===== config.mk =====
export PLATFORM = sky130hd
export DESIGN_NAME = fetch_stage
export DESIGN_NICKNAME = d
export VERILOG_FILES = /design/src/rtl/fetch_pkg.sv /design/src/rtl/fetch_stage_fd_latch.sv /design/src/rtl/fetch_stage.sv
export SDC_FILE = /design/constraint.sdc
export NUM_CORES = 1
export LEC_CHECK = 0
export CORE_MARGIN = 3
export CORE_UTILIZATION = 34
export CTS_BUF_LIST = sky130_fd_sc_hd__clkbuf_16
export DETAILED_ROUTE_END_ITERATION = 7
export HOLD_SLACK_MARGIN = 0.06
export SLEW_MARGIN = 20
export SYNTH_ARGS = -nofsm -noshare
export SYNTH_HDL_FRONTEND = slang
export SYNTH_SLANG_ARGS = --single-unit

===== constraint.sdc =====
create_clock -name clock -period 2.9 [get_ports clock]
set_input_delay 0.725 -clock clock [delete_from_list [all_inputs] [get_ports clock]]
set_output_delay 0.725 -clock clock [all_outputs]
set_load 0.1 [all_outputs]

===== src/rtl/fetch_pkg.sv =====
// Shared opcodes, default no-op word and fetch FSM state encoding.
package fetch_pkg;

  localparam logic [4:0] OPC_RTYPE = 5'b00000;
  localparam logic [4:0] OPC_J     = 5'b00001;
  localparam logic [4:0] OPC_JAL   = 5'b00011;

  localparam logic [31:0] NOP_INS_DEF = {OPC_RTYPE, 27'd0};

  typedef enum logic {
    IDLE,
    STREAM
  } state_t;

  // Unconditional direct jumps that fetch may follow without waiting for decode
  function automatic logic is_jump(input logic [31:0] ins);
    return (ins[31:27] == OPC_J) || (ins[31:27] == OPC_JAL);
  endfunction

endpackage


===== src/rtl/fetch_stage_fd_latch.sv =====
// F/D pipeline register: flush beats load, otherwise hold.
module fd_latch
  import fetch_pkg::*;
#(
  parameter int unsigned PC_WIDTH = 32,
  parameter logic [31:0] NOP_INS  = NOP_INS_DEF
) (
  input  logic                clock,
  input  logic                reset,
  input  logic                load,
  input  logic                flush,
  input  logic [31:0]         ins,
  input  logic [PC_WIDTH-1:0] pc,
  input  logic                predecoded,
  output logic [31:0]         fd_ins,
  output logic [PC_WIDTH-1:0] fd_pc,
  output logic                fd_valid,
  output logic                fd_predecoded
);

  always_ff @(posedge clock or negedge reset) begin
    if (!reset) begin
      fd_ins        <= NOP_INS;
      fd_pc         <= '0;
      fd_valid      <= 1'b0;
      fd_predecoded <= 1'b0;
    end else if (flush) begin
      fd_ins        <= NOP_INS;
      fd_valid      <= 1'b0;
      fd_predecoded <= 1'b0;
    end else if (load) begin
      fd_ins        <= ins;
      fd_pc         <= pc;
      fd_valid      <= 1'b1;
      fd_predecoded <= predecoded;
    end
  end

endmodule


===== src/rtl/fetch_stage.sv =====
// Instruction fetch: PC, ROM address select, in-flight tracking and F/D load.
// Optional fetch-side jump following enabled by FETCH_JUMP_PREDECODE_EN.
module fetch_stage
  import fetch_pkg::*;
#(
  parameter int unsigned         PC_WIDTH = 32,
  parameter int unsigned         IMEM_AW  = 12,
  parameter logic [PC_WIDTH-1:0] RESET_PC = '0,
  parameter logic [31:0]         NOP_INS  = NOP_INS_DEF
) (
  input  logic                clock,
  input  logic                reset,
  input  logic                stall,
  input  logic                redirect,
  input  logic [PC_WIDTH-1:0] redirect_pc,
  output logic [IMEM_AW-1:0]  imem_addr,
  input  logic [31:0]         imem_ins,
  output logic [31:0]         fd_ins,
  output logic [PC_WIDTH-1:0] fd_pc,
  output logic                fd_valid,
  output logic                fd_predecoded
);

  state_t              state_q, state_d;
  logic [PC_WIDTH-1:0] pc_q, pc_d;
  logic [PC_WIDTH-1:0] rsp_pc_q, rsp_pc_d;
  logic [PC_WIDTH-1:0] sel_pc;
  logic [PC_WIDTH-1:0] jump_target;
  logic                jump_hit;
  logic                fd_load;
  logic                fd_flush;

`ifdef FETCH_JUMP_PREDECODE_EN
  assign jump_hit    = (state_q == STREAM) && !stall && !redirect && is_jump(imem_ins);
  assign jump_target = PC_WIDTH'(imem_ins[26:0]);
`else
  assign jump_hit    = 1'b0;
  assign jump_target = '0;
`endif

  // Address select and next-state; stall in STREAM re-reads the pending word
  always_comb begin
    state_d  = state_q;
    pc_d     = pc_q;
    rsp_pc_d = rsp_pc_q;
    sel_pc   = pc_q;
    fd_load  = 1'b0;
    fd_flush = 1'b0;
    if (redirect) begin
      sel_pc   = redirect_pc;
      pc_d     = redirect_pc + PC_WIDTH'(1);
      rsp_pc_d = redirect_pc;
      state_d  = STREAM;
      fd_flush = 1'b1;
    end else if (stall) begin
      sel_pc = (state_q == STREAM) ? rsp_pc_q : pc_q;
    end else begin
      sel_pc   = jump_hit ? jump_target : pc_q;
      pc_d     = sel_pc + PC_WIDTH'(1);
      rsp_pc_d = sel_pc;
      state_d  = STREAM;
      if (state_q == STREAM) fd_load = 1'b1;
      else fd_flush = 1'b1;
    end
  end

  assign imem_addr = sel_pc[IMEM_AW-1:0];

  always_ff @(posedge clock or negedge reset) begin
    if (!reset) begin
      state_q  <= IDLE;
      pc_q     <= RESET_PC;
      rsp_pc_q <= '0;
    end else begin
      state_q  <= state_d;
      pc_q     <= pc_d;
      rsp_pc_q <= rsp_pc_d;
    end
  end

  fd_latch #(
    .PC_WIDTH (PC_WIDTH),
    .NOP_INS  (NOP_INS)
  ) u_fd_latch (
    .clock         (clock),
    .reset         (reset),
    .load          (fd_load),
    .flush         (fd_flush),
    .ins           (imem_ins),
    .pc            (rsp_pc_q + PC_WIDTH'(1)),
    .predecoded    (jump_hit),
    .fd_ins        (fd_ins),
    .fd_pc         (fd_pc),
    .fd_valid      (fd_valid),
    .fd_predecoded (fd_predecoded)
  );

endmodule


==> results.py <==
metrics = {
    "run_status": {
        "status": "complete, no violations",
    },
    "cells_and_area": {
        "synthToLayoutAreaGrowth_pct": 39.9,
        "final_util": 0.488,
        "register_area_um2": 3250,
        "drive_gt1_frac": 0.224,
        "multi_input_area_um2": 3770,
        "n_fill_cell": 1916,
        "nets": 1013,
        "final_cells": 1226,
        "diodes": 0,
    },
    "power": {
        "pwr-share-comb": 0.310,
        "p_leak_nw": 4.27,
        "switching_share": 0.380,
        "ir_drop_mv": 0.275,
        "intPower_w": 0.00397,
        "power.density_nw_per_um2": 643,
        "power_switching_w": 0.00244,
        "p_clk_frac": 0.343,
        "seqPwrFrac": 0.347,
    },
    "drt": {
        "drt_iter0_drc": 343,
        "highest_layer": "met4",
        "wl_per_cell_um": 16.5,
        "drt_first_pass_iters": 4,
        "drc": 0,
        "ant_nets": 0,
        "dr_wl_met3_mm": 1.32,
        "met1_length_mm": 9.72,
        "via_per_inst": 5.04,
        "vias": 6183,
        "wl_mm": 20.3,
        "dr_wl_met2_mm": 8.86,
    },
    "place": {
        "portBuffers": 144,
        "dp.cells": 1194,
        "place_worst_setup_slack_ps": -66.1,
        "dpl.hpwl_mm": 14.9,
        "gp_congestion": 0.835,
    },
    "clock_tree": {
        "cts.repair.resized": 0,
        "ctsHoldBuffers": 0,
        "clock_sinks": 130,
        "clockBufferDepth": 2,
        "cts_tree": "built",
        "cts_made_buffers": 17,
        "clk_latency_ps": 420,
        "cts.clk_slew.worst_paths_ps": 50,
        "h-tree-depth": 4,
        "post-cts-setup-buffers": 0,
        "cts-root-buf": "clkbuf_16",
    },
    "timing": {
        "slew_viol_final": 0,
        "maxSlewHeadroom": 0.509,
        "fin_skew_ps": 12.5,
        "worst_pin_slew_ps": 736,
        "clock.fmax_ghz": 0.377,
        "rsz0062_at_grt": "false",
        "setup_ws_ps": 246,
        "period_minus_slack_ps": 2650,
        "hold_violations": 0,
        "post-route-period-util": 0.915,
        "setup_violations": 0,
    },
    "logic_synthesis": {
        "ys_seq_area_frac": 0.456,
        "synth_edf_count": 0,
        "ys_top_cells_by_count": "130 x dfrtp_1, 95 x nor2_1, 67 x nand2_1",
        "syn_avg_cell_area_um2": 9.41,
        "synth.cell_area_um2": 7130,
        "yosysTopAreaCell": "dfrtp_1",
        "syn_inst": 758,
        "synth.area.top_cells": "dfrtp_1 46%, xnor2_1 6.5%, mux2i_1 6.0%",
        "synth.most_common_cell": "dfrtp_1",
        "netlist.area_leader.share": 0.456,
        "syn_nets": 828,
        "async_reset_ff_frac": 1.00,
        "yosysUniqueCellTypes": 44,
        "ys_ff_latch": 130,
        "ys_warn_count": 0,
        "synthFlopType": "dfrtp_1",
    },
    "critical_path": {
        "crit_fanout": 29,
        "r2r_start": "pc_q[0]",
        "critPathLaunch": "stall",
        "worstPathRequired_ps": 2170,
        "crit_arrival_ps": 1930,
        "path_class": "in2out",
        "start_kind": "input pin",
        "crit_path_end_kind": "primary output",
    },
    "die": {
        "num_rows": 52,
        "fp.dieH_um": 151,
        "num_io_pins": 146,
        "start_util": 0.349,
        "die_width_um": 151,
        "die-area_um2": 22700,
        "coreArea_um2": 20400,
    },
    "grt": {
        "grt_overflow": 0,
        "grt_pass1_vias": 5868,
        "antenna_found_initial": 0,
        "grt_pass1_wl_mm": 31.7,
        "track_usage": 0.175,
        "grt_max_degree": 131,
    },
    "hold_path": {
        "hold_path_class": "in2async",
    },
    "flow_run": {
        "drv_cap": 0,
    },
}
power groups by stage:
stage | combinational, W | sequential [W] | clock, W
final | 0.00199 | 0.00223 | 0.00220
after floorplan | 0.000655 | 0.00296 | 0
after global placement | 0.00199 | 0.00225 | 0
after global routing | 0.00209 | 0.00226 | 0.00233
after detailed placement | 0.00199 | 0.00226 | 0
after CTS | 0.00200 | 0.00223 | 0.00225
metrics by stage:
stage / cell area, um^2 / hold WS [ps] / total power, W / setup TNS (ps)
after floorplan: 7310 / 429 / 0.00362 / -127
after global placement: 9370 / 460 / 0.00424 / -35.8
after detailed placement: 9370 / 471 / 0.00426 / -88.4
after CTS: 9970 / 469 / 0.00648 / 0
after global routing: 9970 / 481 / 0.00668 / 0
final: 9970 / 420 / 0.00641 / 0
worst max-delay path, stage by stage:
cell and delay [ps]:
buf_2 110, buf_4 220, and3_1 210, a211oi_1 420, nor2_4 60, buf_12 180
flip-flops by register name (all words and copies together), names as in the netlist:
signal,count
pc_q,32
rsp_pc_q,32
u_fd_latch.fd_ins,32
u_fd_latch.fd_pc,32
state_q,1
u_fd_latch.fd_valid,1
kinds of logic after synthesis:
family | synth area share
AND/OR/NAND/NOR | 0.207
flip-flops | 0.456
AO/OA/AOI/OAI | 0.128
other | 0.000526
XOR/XNOR | 0.102
buffers and inverters | 0.0351
adder cells (fa/ha/maj) | 0.00351
multiplexers | 0.0683
cell type report:
class	count	share of cell area
Clock buffer	17	0.0426
Timing Repair Buffer	211	0.196
Inverter	13	0.00489
Sequential cell	130	0.326
Multi-Input combinational cell	570	0.378
Tap cell	270	0.0339
Clock inverter	15	0.0182
cell usage in the layout, fill, tap and decap left out, drive strengths merged, types with 8 or more instances in the layout:
cell type	Yosys	layout
clkbuf	24	17
nand3b	11	11
nor2b	12	12
nand3	36	36
inv	13	17
nor3	15	15
dfrtp	130	130
nand4	18	18
nor2	95	95
clkdlybuf4s50	0	64
xnor2	53	53
nand2	67	67
xor2	30	30
a22o	32	32
o21ai	28	28
and2	8	8
a21oi	43	43
and3	19	19
a211oi	19	19
buf	21	147
mux2i	43	43
routing by layer:
metal,GRT usage,vias to the layer above
met5,0,-
met4,0.0612,0
met3,0.0413,26
met2,0.266,184
met1,0.246,2932
li1,-,3041
final timing paths:
kind | end | slack, ps | depth (start not counted)
setup reg to reg | pc_q[22] | 680 | 10
hold / removal | u_fd_latch.fd_ins[0] | 420 | 2
hold reg to reg | u_fd_latch.fd_valid | 490 | 1
max in group asynchronous | pc_q[21] | 1940 | 2
min in group clock | u_fd_latch.fd_valid | 490 | 1
setup / recovery | imem_addr[8] | 250 | 6
Power figures use the tool's default switching activity.
